--- src/rtl/shift_sequencer.sv ---
// Multi-step shift controller: accepts an operand/amount/mode, drives the
// external single-step shifter one bit per clock, then presents the result.
module shift_sequencer #(
    parameter int AMT_W = 4
) (
    input  logic             clk,
    input  logic             rst_n,
    input  logic             start_valid,
    output logic             start_ready,
    input  logic [7:0]       A_in,
    input  logic             LA_in,
    input  logic             LR_in,
    input  logic [AMT_W-1:0] AMT,
    input  logic             abort,
    output logic [7:0]       sh_A,
    output logic             sh_LA,
    output logic             sh_LR,
    input  logic [7:0]       sh_Y,
    input  logic             sh_C,
    output logic             res_valid,
    input  logic             res_ready,
    output logic [7:0]       Y_out,
    output logic             C_out,
    output logic             busy
);

    typedef enum logic [1:0] {IDLE, SHIFT, DONE} state_t;

    localparam logic [AMT_W-1:0] CNT_ONE = 1;

    state_t           state;
    state_t           state_next;
    logic [7:0]       work;
    logic             la_q;
    logic             lr_q;
    logic [AMT_W-1:0] cnt;
    logic             carry;
    logic             accept;

    assign start_ready = (state == IDLE);
    assign res_valid   = (state == DONE);
    assign busy        = (state != IDLE);
    assign accept      = start_valid & start_ready;

    assign sh_A  = work;
    assign sh_LA = la_q;
    assign sh_LR = lr_q;
    assign Y_out = work;
    assign C_out = carry;

    always_ff @(posedge clk or negedge rst_n) begin
        if (!rst_n) begin
            state <= IDLE;
        end else begin
            state <= state_next;
        end
    end

    // Abort takes priority over both stepping and result consumption.
    always_comb begin
        state_next = state;
        case (state)
            IDLE: begin
                if (accept) begin
                    state_next = (AMT != '0) ? SHIFT : DONE;
                end
            end
            SHIFT: begin
                if (abort) begin
                    state_next = IDLE;
                end else if (cnt == CNT_ONE) begin
                    state_next = DONE;
                end
            end
            DONE: begin
                if (abort || res_ready) begin
                    state_next = IDLE;
                end
            end
            default: state_next = IDLE;
        endcase
    end

    always_ff @(posedge clk or negedge rst_n) begin
        if (!rst_n) begin
            work  <= '0;
            la_q  <= 1'b0;
            lr_q  <= 1'b0;
            cnt   <= '0;
            carry <= 1'b0;
        end else begin
            if (state == IDLE && accept) begin
                work  <= A_in;
                la_q  <= LA_in;
                lr_q  <= LR_in;
                cnt   <= AMT;
                carry <= 1'b0;
            end else if (state == SHIFT && !abort) begin
                work  <= sh_Y;
                carry <= sh_C;
                cnt   <= cnt - CNT_ONE;
            end
        end
    end

endmodule
--- config.mk ---
export PLATFORM = sky130hd
export DESIGN_NAME = shift_sequencer
export DESIGN_NICKNAME = d
export VERILOG_FILES = /design/src/rtl/shift_sequencer.sv
export SDC_FILE = /design/constraint.sdc
export NUM_CORES = 1
export LEC_CHECK = 0
export ABC_AREA = 1
export CORE_ASPECT_RATIO = 0.75
export CORE_MARGIN = 2
export CORE_UTILIZATION = 40
export DETAILED_ROUTE_END_ITERATION = 7
export PLACE_DENSITY_LB_ADDON = 0.05
export SYNTH_ARGS = -nofsm -noshare
export SYNTH_HDL_FRONTEND = slang
export SYNTH_SLANG_ARGS = --single-unit
export TNS_END_PERCENT = 1
--- constraint.sdc ---
create_clock -name clk -period 1.5 [get_ports clk]
set_input_delay 0.45 -clock clk [delete_from_list [all_inputs] [get_ports clk]]
set_output_delay 0.45 -clock clk [all_outputs]
set_load 0.02 [all_outputs]
==> summary.txt, run 1 <==
Status
  – Status: complete, no violations

Logic synthesis
  – Total number of yosys warnings: 0
  – Most numerous cell in the Yosys netlist: nand2_1
  – Synth Flop Type: dfrtp_1
  – Cell Area, Synth: 1040 µm²
  – Syn_area_per_cell: 8.73 µm²
  – Seq/Total Area, Yosys: 41.0%
  – EDFF count, synth: 0
  – Async SR Flop Fraction: 100%
  – Synth unique cells: 20
  – Largest area contributor in the netlist: dfrtp_1
  – Most instantiated cells after synthesis: nand2_1 (33), dfrtp_1 (17), o21ai_2 (16)
  – Syn Nets: 149
  – Seq cells post-synth: 17
  – Top post-synthesis cells by area: dfrtp_1 (41%), o21ai_2 (13%), nand2_1 (12%), buf_4 (5.8%), nor2_1 (5.4%)
  – Synthesized instance count: 119
  – Top cell type's share of synthesized area: 41.0%

Route
  – DRC: 0
  – Vias: 955
  – Initial DRC count: 24
  – DR vias/cell: 4.66
  – Wire length per cell: 11.5 µm
  – Drt total wl: 2370 µm
  – Drt pass-1 iters: 4
  – Post-route ant nets: 0

Pwr
  – Max VDD drop: 0.951 mV
  – Clock Power Share: 7.8%
  – Psw: 1.47 mW
  – Seq pwr share: 27.7%
  – P per Cell Area: 2000 nW/µm²
  – Switching share of power: 47.1%
  – Int Power: 1.64 mW
  – Total power draw: 3.11 mW
  – Leakage: 0.747 nW
  – Logic pwr share: 64.5%

CTS
  – Clock sinks: 17
  – CTS clk-pin slew, worst paths: 0.10 ns
  – CTS Buf Count: 3
  – CTS Buffer Depth: 2
  – CTS tree: built
  – H-tree depth: 1
  – Setup bufs post-CTS: 0
  – CTS root buffer: clkbuf_4
  – Clk_lat worst skew: 0.29 ns

Cells and area
  – Fillers: 210
  – Nets: 202
  – Final Cell Area: 1560 µm²
  – Flip-flop and latch area: 427 µm²
  – Diodes inserted: 0
  – Final core utilization: 65.3%
  – Footprint of the multi-input gates: 465 µm²
  – Area delta synth->final: 49.9%
  – Layout cell share with drive strength beyond 1: 26.3%

Worst setup path
  – FF-to-FF setup slack: 0.24 ns
  – Critical path endpoint category: primary output
  – Worst EP required: 1.05 ns
  – Arrival time worst endpoint: 1.05 ns
  – CP Class: reg2out
  – Startpoint types: flip-flop
  – Crit Path Max Fanout: 4

Floorplanning
  – Starting Density: 43.6%
  – # rows: 15
  – Die X: 62.8 µm
  – Vert. Die Dim: 48.1 µm
  – Core area: 2380 µm²
  – Io pins: 50
  – Die area: 3020 µm²

STA
  – Final setup fails: 0
  – Worst hold slack: 0.472 ns
  – Final hold vios: 0
  – Final setup margin: 0.00274 ns
  – Min cycle time layout: 1.50 ns
  – Slew Limit Fails: 0
  – Final Cycle Share: 99.8%
  – Max Clk Rate: 668 MHz
  – Skew final: 0.00116 ns
  – Slew headroom: 85.3%
  – Worst slew pin tran: 0.221 ns
  – RSZ-0062 raised after global routing: yes

Placed design
  – Area after DPL: 1550 µm²
  – Post-DP HPWL: 1910 µm
  – Placer Congestion: 0.762
  – IO buf count: 49
  – DP Worst Slack: -0.145 ns

Hold path
  – Hold Crit Class: in2async

Global routing
  – Vias in the first global route: 889
  – First-pass GRT wire length: 3710 µm
  – Total congestion overflow: 0
  – Total global-route track usage: 16.5%
  – Pin count of the biggest net entering global routing: 18
  – Initial antenna violation count: 0

Job
  – Max Cap Viol: 0
## cell type report
| cell class | instances | area share, % |
|---|---|---|
| multi-input combinational | 81 | 29.9 |
| timing repair buffer | 60 | 35.9 |
| clock inverter | 1 | 0.322 |
| sequential | 17 | 27.4 |
| clock buffer | 3 | 1.45 |
| inverter | 9 | 2.33 |
| tap | 34 | 2.73 |
## layer usage
layer	part of all wire (%)	vias to the layer above	GRT usage (%)
met2	51	31	30.5
met1	42	445	19.0
met4	1.1	0	6.67
met3	5.5	4	5.08
li1	-	475	-
met5	0	-	0
## through the flow
stage / instances / setup TNS [ns]
2_1_floorplan: 119 / 0
3_3_place_gp: 201 / -1.10
3_5_place_dp: 201 / -1.34
4_1_cts: 205 / -0.0176
5_1_grt: 205 / -0.124
6_report: 205 / 0
## worst paths after layout
check,end,cells past startpoint,startpoint
min in group clk,C_out,2,C_out
max in group asynchronous,state[0],2,rst_n
max,busy,3,state[0]
min reg2reg,C_out,2,C_out
max reg2reg,cnt[3],7,state[0]
min,sh_LA,2,rst_n
## cell families (layout without fill, tap and decap cells)
kind of cell               after synthesis  after routing  synth area share (%)
AOI/OAI and AO/OA                       19             19                  16.0
adders and majority gates                2              2                  2.41
DFF                                     17             17                  41.0
xor gates and xnor gates                 1              1                 0.844
buffers and inverters                   21             73                  14.5
and+or+nand+nor                         59             59                  25.3
## cells in the final DEF, fill, tap and decap left out, types with 2 or more instances in the layout
| cell type | n |
|---|---|
| nand2_1 | 33 |
| clkdlybuf4s50_1 | 27 |
| dfrtp_1 | 16 |
| o21ai_2 | 16 |
| nor2_1 | 14 |
| clkdlybuf4s15_1 | 10 |
| buf_4 | 10 |
| inv_1 | 7 |
| dlygate4sd2_1 | 7 |
| nand3_1 | 5 |
| clkbuf_4 | 3 |
| nand2_4 | 2 |
| nand4_1 | 2 |
| ha_1 | 2 |
| clkbuf_2 | 2 |
| buf_2 | 2 |
## critical path, stage by stage (launching register included)
cell,delay [ns]
dfrtp_2,0.46
nor2_4,0.11
inv_1,0.04
buf_2,0.15
## flip-flops by register name, summed over array words and instances, names as in the netlist
signal and count:
Y_out 8, sh_LR 1, sh_LA 1, cnt 4, state 2, C_out 1
## power by group through the flow
stage          Sequential (mW)  Combinational (mW)  Clock [mW]
2_1_floorplan             1.03                1.28           0
3_3_place_gp             0.859                2.19           0
3_5_place_dp             0.867                2.21           0
4_1_cts                  0.856                2.00       0.252
5_1_grt                  0.897                2.17       0.271
6_report                 0.862                2.01       0.242
## repair_timing
| action | in CTS | in global routing |
|---|---|---|
| endpoints found under the setup margin | 22 | 17 |
| hold buffers | 0 | 0 |
| gates resized for setup | 33 | 16 |
| endpoints found under the hold margin | 0 | 0 |
(Power assumes the default switching activity.)
==> inputs of run 2 (changes only) <==
--- a/config.mk
+++ b/config.mk
@@ -14,4 +14,3 @@
 export SYNTH_ARGS = -nofsm -noshare
 export SYNTH_HDL_FRONTEND = slang
 export SYNTH_SLANG_ARGS = --single-unit
-export TNS_END_PERCENT = 1
==> run 2 against run 1 <==
- global-route usage increased by 0.11 points
- cell count increased by 0.49%
- largest cell class unchanged
- via count increased by 0.52%
- routed wire length increased by 0.55%
- critical endpoint unchanged
- register-to-register slack about the same
- critical path type unchanged
- hold slack got worse by 0.00084 ns
==> summary.txt, run 2 (synthesis gave the netlist of run 1 again) <==
Status
  – Status: complete, no violations

Route
  – DRC: 0 (unchanged)
  – Vias: 960 (+0.52%)
  – Drt total wl: 2380 µm (+0.55%)
  – Post-route ant nets: 0 (unchanged)
  – DR vias/cell: 4.66 (about the same)
  – Drt pass-1 iters: 4 (unchanged)
  – Wire length per cell: 11.6 µm (about the same)
  – Initial DRC count: 36 (+50%)

STA
  – Slew Limit Fails: 0 (unchanged)
  – Worst hold slack: 0.471 ns (-0.000836 ns)
  – Worst slew pin tran: 0.223 ns (+0.00137 ns)
  – Min cycle time layout: 1.48 ns (-0.0171 ns)
  – RSZ-0062 raised after global routing: yes
  – Skew final: 0.00160 ns (+0.000446 ns)
  – Final Cycle Share: 98.7% (-1.1 points)
  – Fin Setup TNS: 0 ns (unchanged)
  – Slew headroom: 85.2% (-0.091 points)
  – Max Clk Rate: 676 MHz (+1.2%)
  – Final hold vios: 0 (unchanged)
  – Final setup margin: 0.0198 ns (+0.0171 ns)
  – Final setup fails: 0 (unchanged)

Placed design
  – Post-DP HPWL: 1910 µm (unchanged)
  – IO buf count: 49 (unchanged)
  – DP Worst Slack: -0.145 ns (unchanged)
  – Placer Congestion: 0.762 (unchanged)
  – Cell count after placement: 201 (unchanged)
  – Area after DPL: 1550 µm² (unchanged)

CTS
  – CTS Buffer Depth: 2 (unchanged)
  – CTS Buf Count: 3 (unchanged)
  – Clock sinks: 17 (unchanged)
  – Clk_lat worst skew: 0.29 ns (about the same)
  – CTS tree: built
  – Post-CTS Hold Fix Bufs: 0 (unchanged)
  – CTS root buffer: clkbuf_4
  – H-tree depth: 1 (unchanged)
  – CTS clk-pin slew, worst paths: 0.10 ns (about the same)

Floorplanning
  – Starting Density: 43.6% (unchanged)
  – Vert. Die Dim: 48.1 µm (unchanged)
  – Io pins: 50 (unchanged)
  – Core area: 2380 µm² (unchanged)
  – # rows: 15 (unchanged)
  – Die area: 3020 µm² (unchanged)
  – Die X: 62.8 µm (unchanged)

Worst setup path
  – Arrival time worst endpoint: 1.03 ns (-0.02 ns)
  – Worst EP required: 1.05 ns (about the same)
  – Startpoint types: flip-flop
  – Critical path endpoint category: primary output
  – Worst flop-to-flop path startpoint: state[0]
  – CP startpoint: state[0]
  – Crit Path Max Fanout: 3 (-1)
  – CP Class: reg2out

Pwr
  – Max VDD drop: 0.929 mV (-2.3%)
  – P per Cell Area: 2020 nW/µm² (+1.3%)
  – Total power draw: 3.18 mW (+2.2%)
  – Leakage: 0.752 nW (+0.59%)

Cells and area
  – Layout cell share with drive strength beyond 1: 27.9% (+1.6 points)
  – Post-layout instance count excluding filler cells: 206 (+0.49%)
  – Largest register FFs: 8 (unchanged)
  – Commonest non-fill, non-tap cell in the layout: nand2_1
  – Diodes inserted: 0 (unchanged)
  – Nets: 203 (+0.50%)
  – Most frequent cells in the layout: nand2_1 (33), clkdlybuf4s50_1 (27), dfrtp_1 (16), o21ai_2 (16), nor2_1 (14)
  – Final Cell Area: 1570 µm² (+0.88%)
  – Area delta synth->final: 51.2%
  – Final core utilization: 65.9% (+0.58 points)

Global routing
  – Total congestion overflow: 0 (unchanged)
  – Initial antenna violation count: 0 (unchanged)
  – Pin count of the biggest net entering global routing: 18 (unchanged)
  – Vias in the first global route: 894 (+0.56%)
  – Total global-route track usage: 16.6% (+0.11 points)
  – First-pass GRT wire length: 3730 µm (+0.73%)

Hold path
  – Hold Crit Class: in2async

Job
  – Max Cap Viol: 0 (unchanged)
==> run 2: cell types whose count changed in the layout (fill, tap and decap cells not counted) <==
cell             delta
clkbuf_2            +1
buf_2               -2
buf_6               +1
dlygate4sd2_1       -2
inv_1               -1
buf_4               +2
clkdlybuf4s15_1     +1
inv_2               +1
==> run 2: timing repair <==
| item | in CTS | in global routing |
|---|---|---|
| endpoints found under the setup margin | 22 | 17 |
| gates cloned | 0 | 0 |
| setup buffers | 1 | 0 |
| gates resized for setup | 33 | 23 |
==> run 2: cell type report <==
cell class / count / area (µm²)
clock buffers: 3 / 22.5
flip-flops and latches: 17 / 427
multi-input cells: 81 / 465
inverters: 9 / 36.3
repair buffers: 61 / 572
fillers: 208 / 813
clock inverters: 1 / 5.00
well taps: 34 / 42.5
==> run 2: path summary, 6_finish.rpt <==
check / to / slack (ns) / depth (start not counted)
setup reg to reg: cnt[3] / 0.23 / 7
min in group clk: C_out / 0.48 / 2
hold reg to reg: C_out / 0.48 / 2
hold / removal: sh_LA / 0.47 / 2
setup / recovery: busy / 0.02 / 3
max in group asynchronous: state[0] / 0.82 / 2
==> run 2: power breakdown <==
| part | internal (mW) | leakage [nW] | switching [mW] |
|---|---|---|---|
| registers | 0.690 | 0.207 | 0.168 |
| clock network | 0.0992 | 0.0177 | 0.143 |
| logic | 0.906 | 0.527 | 1.17 |
==> run 2: metal layers <==
layer  GRT usage (%)  wire length (µm)
met1            19.0               994
met4            6.67                25
met2            31.0              1230
met5               0                 0
met3            5.08               129
==> run 2: critical path, cell delays in order (launching register included) <==
cell	delay [ns]
dfrtp_2	0.45
nor2_4	0.13
inv_2	0.04
buf_6	0.12
